### config.mk
export PLATFORM = sky130hd
export DESIGN_NAME = grid_mem_arbiter
export DESIGN_NICKNAME = d
export VERILOG_FILES = /design/src/rtl/grid_mem_arbiter.sv
export SDC_FILE = /design/constraint.sdc
export NUM_CORES = 1
export LEC_CHECK = 0
export CORE_UTILIZATION = 45
export CTS_CLUSTER_SIZE = 25
export DETAILED_ROUTE_END_ITERATION = 6
export PLACE_DENSITY = 0.85
export SYNTH_ARGS = -nofsm -noshare
export SYNTH_HDL_FRONTEND = slang
export SYNTH_SLANG_ARGS = --single-unit
### constraint.sdc
create_clock -name clk_74a -period 3.98 [get_ports clk_74a]
set_input_delay 0.796 -clock clk_74a [delete_from_list [all_inputs] [get_ports clk_74a]]
set_output_delay 0.796 -clock clk_74a [all_outputs]
set_load 0.01 [all_outputs]
### src/rtl/grid_mem_arbiter.sv
// Arbiter and clear sequencer for the single-port 1-bit grid cell SRAM (video reads, logic read/write, whole-grid clear).
// Optional macro GRID_ARB_FAIRNESS_EN bounds how long video may starve the logic port.
module grid_mem_arbiter #(
  parameter int DEPTH      = 1200,
  parameter int ADDR_WIDTH = 11,
  parameter int MAX_STARVE = 8
) (
  input  logic                  clk_74a,
  input  logic                  reset,
  input  logic                  vid_req,
  input  logic [ADDR_WIDTH-1:0] vid_addr,
  output logic                  vid_gnt,
  output logic                  vid_valid,
  output logic                  vid_data,
  input  logic                  lg_req,
  input  logic                  lg_we,
  input  logic [ADDR_WIDTH-1:0] lg_addr,
  input  logic                  lg_wdata,
  output logic                  lg_gnt,
  output logic                  lg_rvalid,
  output logic                  lg_rdata,
  input  logic                  clr_start,
  output logic                  clr_busy,
  output logic                  clr_done,
  output logic                  mem_wr_en,
  output logic [ADDR_WIDTH-1:0] mem_addr,
  output logic                  mem_data_in,
  input  logic                  mem_data_out
);

  typedef enum logic [0:0] {ST_IDLE, ST_CLEAR} state_t;

  localparam logic [ADDR_WIDTH:0]   LP_DEPTH = (ADDR_WIDTH + 1)'(DEPTH);
  localparam logic [ADDR_WIDTH-1:0] LP_LAST  = ADDR_WIDTH'(DEPTH - 1);

  state_t                r_state;
  logic [ADDR_WIDTH-1:0] r_clrCnt;
  logic                  r_clrBusy;
  logic                  r_clrDone;
  logic                  r_vidValid;
  logic                  r_vidOor;
  logic                  r_lgValid;
  logic                  r_lgOor;
  logic                  w_vidInRange;
  logic                  w_lgInRange;
  logic                  w_fairForce;

  assign w_vidInRange = ({1'b0, vid_addr} < LP_DEPTH);
  assign w_lgInRange  = ({1'b0, lg_addr} < LP_DEPTH);

`ifdef GRID_ARB_FAIRNESS_EN
  localparam int SW = $clog2(MAX_STARVE + 1);
  logic [SW-1:0] r_starve;

  assign w_fairForce = (r_state == ST_IDLE) && lg_req && (r_starve >= SW'(MAX_STARVE));

  // Consecutive IDLE cycles in which logic waited behind a video grant
  always_ff @(posedge clk_74a) begin
    if (reset) begin
      r_starve <= '0;
    end else if ((r_state != ST_IDLE) || !lg_req || lg_gnt) begin
      r_starve <= '0;
    end else if (vid_gnt) begin
      r_starve <= r_starve + 1'b1;
    end
  end
`else
  // Fairness compiled out: constant false, logic never pre-empts video
  assign w_fairForce = (MAX_STARVE < 0);
`endif

  always_comb begin
    vid_gnt     = 1'b0;
    lg_gnt      = 1'b0;
    mem_wr_en   = 1'b0;
    mem_addr    = vid_addr;
    mem_data_in = 1'b0;
    if (r_state == ST_IDLE) begin
      if (vid_req && !w_fairForce) begin
        vid_gnt = 1'b1;
      end else if (lg_req) begin
        lg_gnt      = 1'b1;
        mem_addr    = lg_addr;
        mem_wr_en   = lg_we && w_lgInRange;
        mem_data_in = lg_wdata;
      end
    end else begin
      if (vid_req) begin
        vid_gnt = 1'b1;
      end else begin
        mem_wr_en = 1'b1;
        mem_addr  = r_clrCnt;
      end
    end
    // The SRAM must never see a write while the arbiter is being reset
    if (reset) begin
      mem_wr_en = 1'b0;
    end
  end

  always_ff @(posedge clk_74a) begin
    if (reset) begin
      r_state    <= ST_IDLE;
      r_clrCnt   <= '0;
      r_clrBusy  <= 1'b0;
      r_clrDone  <= 1'b0;
      r_vidValid <= 1'b0;
      r_vidOor   <= 1'b0;
      r_lgValid  <= 1'b0;
      r_lgOor    <= 1'b0;
    end else begin
      r_vidValid <= vid_gnt;
      r_vidOor   <= !w_vidInRange;
      r_lgValid  <= lg_gnt && !lg_we;
      r_lgOor    <= !w_lgInRange;
      r_clrDone  <= 1'b0;
      case (r_state)
        ST_IDLE: begin
          if (clr_start) begin
            r_state   <= ST_CLEAR;
            r_clrCnt  <= '0;
            r_clrBusy <= 1'b1;
          end
        end
        ST_CLEAR: begin
          if (!vid_req) begin
            if (r_clrCnt == LP_LAST) begin
              r_state   <= ST_IDLE;
              r_clrCnt  <= '0;
              r_clrBusy <= 1'b0;
              r_clrDone <= 1'b1;
            end else begin
              r_clrCnt <= r_clrCnt + 1'b1;
            end
          end
        end
        default: r_state <= ST_IDLE;
      endcase
    end
  end

  // SRAM data is passed straight through in the cycle after the grant
  assign vid_valid = r_vidValid;
  assign vid_data  = r_vidValid && !r_vidOor && mem_data_out;
  assign lg_rvalid = r_lgValid;
  assign lg_rdata  = r_lgValid && !r_lgOor && mem_data_out;
  assign clr_busy  = r_clrBusy;
  assign clr_done  = r_clrDone;

endmodule

==> impl_metrics.yaml, run 1 <==
run_status:
  status: "finished clean"
timing:
  max_freq_ghz: 0.281
  finalCriticalPeriod_ns: 3.56
  setup_viol: 0
  finalCritPeriodShare_pct: 89.5
  worst_pin_slew_ns: 0.690
  final.setup.tns_ns: 0
  drv_slew: 0
  skew_ns: 0.0109
  rsz0062_at_grt: "false"
  max_slew_margin_pct: 53.6
  whs_ns: 0.499
  hold_viol: 0
clock_network:
  insertion_delay_ns: 0.30
  cts.htree.levels: 1
  cts_tree: "yes"
  path_clk_slew_ns: 0.11
  cts_resized: 0
  cts_hold_buf: 0
  post_cts_buffers: 0
  clk_path_buf_depth: 2
  clock-sinks: 18
  cts_buffers: 3
  root_buffer: "clkbuf_4"
final_layout:
  drive_gt1_share_pct: 8.04
  layout_commonest_cell: "clkdlybuf4s50_1"
  final_util_pct: 70.7
  insertedDiodeCount: 0
  layout_common_cells: "50 x clkdlybuf4s50_1, 18 x dfxtp_1, 17 x a21oi_1, 13 x nor2_1, 11 x nor2b_1"
  final_net_count: 232
  syn2layout_area_growth_pct: 47.4
  fin_area_um2: 1750
place:
  post_dp_cell_area_um2: 1730
  hpwlAfterDp_um: 2840
  port_buffers: 50
  gp_congestion: 0.854
critical_path:
  crit_slowest_cell: "clkdlybuf4s50_1"
  critPathCaptureType: "output port"
  rr_endpoint: "r_clrCnt[7]"
  path_cells: "clkdlybuf4s50_1 > buf_4 > nand2b_1 > nor2_1 > o211ai_1 > a21oi_1 > clkdlybuf4s50_1"
  cp_slowest_stage_delay_ns: 0.61
  r2r_cells: 5
  cp_common_cell: "clkdlybuf4s50_1"
  path_max_fanout: 8
  crit_arrival_ns: 2.76
  critPathLaunchType: "primary input"
  crit_type: "in -> out"
  r2r_slack_ns: 1.93
  cp.required_ns: 3.18
  r2r-start: "r_state"
global_route:
  grt_usage_pct: 28.0
  overflow: 0
  grt_pass1_vias: 1331
  grt_pass1_wl_um: 5730
  grt_start_max_net_pins: 16
  met3_usage_pct: 8.62
  grt.busiest_layer: "met2"
  antenna_found_initial: 0
  met2_usage_pct: 49.0
  use_met1_pct: 30.9
die:
  rows: 18
  die_w_um: 53.4
  initial_core_util_pct: 48.0
  fp.dieH_um: 53.4
  core_um2: 2480
  boundaryPins: 51
  die-area_um2: 2850
routing:
  ant_nets: 0
  routed_wl_um: 3710
  drt_pass1_iterations: 4
  vias_per_cell: 6.39
  vias: 1464
  route.detailed.drc: 0
  drt_iter0_markers: 36
  wl_per_cell_um: 16.2
yosys:
  synth_edf_count: 0
  async_flop_share_pct: 0
  syn_area_per_cell_um2: 7.98
  ys_seq_elements: 18
  synthCells: 149
  synth.distinct_cells: 44
  synth.yosys.seq_area_share_pct: 30.3
  syn_area_um2: 1190
  synthFlopType: "dfxtp_1"
  synth_warnings: 0
  syn_nets: 180
hold_path:
  hold_end: "r_clrCnt[10]"
  hp-class: "reg -> reg"
  worstHoldStart: "r_clrCnt[10]"
  whs_path_depth: 1
pwr:
  p_leak_nw: 0.649
  power_density_nw_per_um2: 233
  irDropWorstVdd_uv: 235
job:
  maxCapViolCount: 0
area by class of cell:
cell class | count | area (um^2)
multi-input combinational | 117 | 771
tap | 30 | 37.5
sequential | 18 | 360
timing repair buffer | 55 | 538
inverter | 6 | 22.5
clock buffer | 3 | 22.5
fill | 211 | 726
routing by layer:
| layer | part of all wire (%) | routed length (um) |
|---|---|---|
| met1 | 39 | 1440 |
| met2 | 48 | 1790 |
| met3 | 9.8 | 364 |
| met4 | 2.8 | 105 |
| met5 | 0 | 0 |
worst max path at each step:
stage,end,slack (ns),cells past startpoint,from
2_1_floorplan,mem_wr_en,1.58,4,vid_req
4_1_cts,mem_wr_en,0.44,7,lg_req
5_1_grt,mem_wr_en,0.27,7,lg_req
3_5_place_dp,mem_wr_en,0.44,7,lg_req
6_report,mem_wr_en,0.42,7,lg_req
3_3_place_gp,mem_wr_en,0.48,7,lg_req
cells in the mapped netlist (all sizes together) (2+ instances only):
cell / number / area share, %
dfxtp: 18 / 30
a21oi: 17 / 7.2
nor2: 13 / 4.1
nor2b: 11 / 5.8
a22oi: 9 / 5.7
o21ai: 9 / 3.8
o22ai: 7 / 3.7
inv: 6 / 1.9
clkbuf: 5 / 1.6
nand3: 5 / 2.1
mux2i: 4 / 3.4
nand2: 4 / 1.3
a21o: 3 / 2.0
and4: 3 / 2.3
buf: 3 / 1.4
nand4: 3 / 1.6
nor3: 3 / 1.3
a211oi: 2 / 1.3
a22o: 2 / 1.6
and2: 2 / 1.1
and3: 2 / 1.2
nand2b: 2 / 1.1
where the power goes:
group	switching, mW	leakage, nW	total, mW	internal, mW
Sequential	0.00448	0.147	0.189	0.184
Combinational	0.0544	0.489	0.127	0.0727
Clock	0.0572	0.0138	0.0925	0.0353
Total	0.116	0.649	0.408	0.292
state kept, by name, summed over array words and instances, names as in the netlist:
| signal | count |
|---|---|
| clr_busy | 1 |
| r_clrCnt | 11 |
| lg_rvalid | 1 |
| clr_done | 1 |
| r_state | 1 |
| r_vidOor | 1 |
| r_lgOor | 1 |
| vid_valid | 1 |
kinds of logic after synthesis:
kind of cell             count (synthesis)  synth area share, %
adder cells (fa/ha/maj)                  1                 1.05
XOR/XNOR                                 1                0.737
buffers and inverters                   14                 4.84
flip-flops                              18                 30.3
AND/OR/NAND/NOR                         54                 27.4
AO/OA/AOI/OAI                           57                 32.3
multiplexers                             4                 3.37
stage by stage:
stage	instances	power [mW]	worst slack [ns]
finish	229	0.408	0.420
floorplan	149	0.243	1.58
global route	229	0.424	0.275
detailed placement	226	0.318	0.436
CTS	229	0.409	0.439
global placement	226	0.315	0.480
worst max-delay path, delay by kind of cell:
kind	cells	cell delay [ns]
buffers and inverters	3	1.36
AO/OA/AOI/OAI	2	0.26
AND/OR/NAND/NOR	2	0.35
Note: power is estimated with default switching activity, not from simulation.
==> inputs of run 2 (changes only) <==
--- a/config.mk
+++ b/config.mk
@@ -5,8 +5,9 @@
 export SDC_FILE = /design/constraint.sdc
 export NUM_CORES = 1
 export LEC_CHECK = 0
+export CORE_MARGIN = 3
 export CORE_UTILIZATION = 45
-export CTS_CLUSTER_SIZE = 25
+export CTS_CLUSTER_SIZE = 40
 export DETAILED_ROUTE_END_ITERATION = 6
 export PLACE_DENSITY = 0.85
 export SYNTH_ARGS = -nofsm -noshare
==> run 2 against run 1 <==
Clock-buffer cell count is the same. First-iteration DRC count grew 22%. Utilization grew 3.4 points. Fmax grew 0.69%. Sequential share of layout area is essentially flat. Critical endpoint unchanged. Via count shrank 7.9%. Design area shrank 0.14%. Global-route usage shrank 5.5 points.
==> impl_metrics.yaml, run 2 (synthesized netlist as in run 1, its figures left out) <==
timing:
  drv_slew: 0
  max_slew_margin_pct: 50.2
  skew_ns: 0.00303
  finalCritPeriodShare_pct: 88.8
  worst_pin_slew_ns: 0.741
  hold_viol: 0
  setup_viol: 0
  rsz0062_at_grt: "false"
  max_freq_ghz: 0.283
  whs_ns: 0.504
  finalCriticalPeriod_ns: 3.54
  final.setup.tns_ns: 0
hold_path:
  worstHoldStart: "clr_busy"
  hold_end: "clr_busy"
  whs_path_depth: 2
  hp-class: "reg -> reg"
die:
  fp.dieH_um: 57.4
  boundaryPins: 51
  rows: 17
  die_w_um: 57.4
  core_um2: 2360
  die-area_um2: 3290
  initial_core_util_pct: 50.3
critical_path:
  rr_endpoint: "r_clrCnt[7]"
  crit_slowest_cell: "clkdlybuf4s50_1"
  crit_start: "lg_req"
  path_max_fanout: 8
  r2r_cells: 5
  r2r_slack_ns: 1.99
  cp_common_cell: "clkdlybuf4s50_1"
  critPathLaunchType: "primary input"
  critPathCaptureType: "output port"
  crit_type: "in -> out"
  crit_arrival_ns: 2.74
  path_cells: "clkdlybuf4s50_1 > buf_4 > nand2b_1 > nor2_1 > o211ai_1 > a21oi_1 > clkdlybuf4s50_1"
  r2r-start: "r_state"
  cp.required_ns: 3.18
  cp_slowest_stage_delay_ns: 0.57
pwr:
  intPower_uw: 292
  total_power_uw: 407
  pwr-share-comb_pct: 30.9
  irDropWorstVdd_uv: 217
  power_density_nw_per_um2: 233
  p_seq_share_pct: 46.3
  power_frac_clock_pct: 22.8
  p_switching_uw: 115
  p_leak_nw: 0.649
  swShare_pct: 28.3
routing:
  routed_wl_um: 3570
  route.detailed.drc: 0
  vias_per_cell: 5.94
  ant_nets: 0
  drt_iter0_markers: 44
  wl_per_cell_um: 15.7
  vias: 1349
  drt_pass1_iterations: 4
final_layout:
  layout_common_cells: "50 x clkdlybuf4s50_1, 18 x dfxtp_1, 17 x a21oi_1, 13 x nor2_1, 11 x nor2b_1"
  layout_commonest_cell: "clkdlybuf4s50_1"
  syn2layout_area_growth_pct: 47.2
  regMostFlops: "r_clrCnt"
  final_net_count: 232
  final_cells: 227
  insertedDiodeCount: 0
  largest_register_ffs: 11
  fin_area_um2: 1750
  drive_gt1_share_pct: 8.04
clock_network:
  cts_tree: "yes"
  post_cts_buffers: 0
  root_buffer: "clkbuf_4"
  clock-sinks: 18
  clk_path_buf_depth: 2
  insertion_delay_ns: 0.30
  cts_hold_buf: 0
  path_clk_slew_ns: 0.10
  cts_buffers: 3
  cts.htree.levels: 1
  cts_resized: 0
place:
  post_dp_cell_area_um2: 1730
  gp_congestion: 0.870
  place_inst: 224
  hpwlAfterDp_um: 2790
  port_buffers: 50
job:
  maxCapViolCount: 0
global_route:
  grt_usage_pct: 22.5
  overflow: 0
  grt_start_max_net_pins: 16
  antenna_found_initial: 0
  grt_pass1_wl_um: 6000
  grt_pass1_vias: 1275
  use_met1_pct: 28.9
  grt.busiest_layer: "met2"
  met3_usage_pct: 4.30
  met2_usage_pct: 37.4
run_status:
  status: "finished clean"
[run 2: cell counts in the layout (fill, tap and decap cells not counted)]
No cell type changed its count.
[run 2: worst max-delay path by stage]
stage                              to  slack, ns
after floorplan             mem_wr_en       1.58
after global placement    mem_addr[5]       0.51
after detailed placement    mem_wr_en       0.45
after CTS                   mem_wr_en       0.44
after global routing      mem_addr[6]       0.26
final                       mem_wr_en       0.44
[run 2: power by group through the flow]
stage                     logic, mW  registers, mW  clock network, mW
after floorplan              0.0513          0.191                  0
after global placement        0.123          0.192                  0
after detailed placement      0.125          0.193                  0
after CTS                     0.126          0.188             0.0934
after global routing          0.136          0.189              0.102
final                         0.126          0.188             0.0930
[run 2: layer usage]
metal / part of all wire (%) / routed length [um]
met5: 0 / 0
met4: 1.8 / 63
met3: 7.2 / 259
met2: 48 / 1720
met1: 43 / 1530
[run 2: critical path, delay by kind of cell]
kind | cells | cell delay (ns)
buffers and inverters | 3 | 1.31
AND/OR/NAND/NOR | 2 | 0.35
AO/OA/AOI/OAI | 2 | 0.27
[run 2: area by class of cell]
cell class	count	area, um^2
repair buffers	55	538
clock buffers	3	22.5
fillers	178	612
well taps	28	35.0
flip-flops and latches	18	360
inverters	6	22.5
multi-input cells	117	771
[run 2: through the flow]
stage,utilization [%],setup slack [ns]
floorplan,-,1.58
global placement,73.1,0.506
detailed placement,73.1,0.445
CTS,74.1,0.438
global route,74.1,0.261
finish,74.1,0.444
==> inputs of run 3 (changes only) <==
--- a/config.mk
+++ b/config.mk
@@ -9,6 +9,7 @@
 export CORE_UTILIZATION = 45
 export CTS_CLUSTER_SIZE = 40
 export DETAILED_ROUTE_END_ITERATION = 6
+export HOLD_SLACK_MARGIN = 0.15
 export PLACE_DENSITY = 0.85
 export SYNTH_ARGS = -nofsm -noshare
 export SYNTH_HDL_FRONTEND = slang
==> results of run 3 <==
Same layout as run 2: the final DEF is identical, and so are final timing and power.
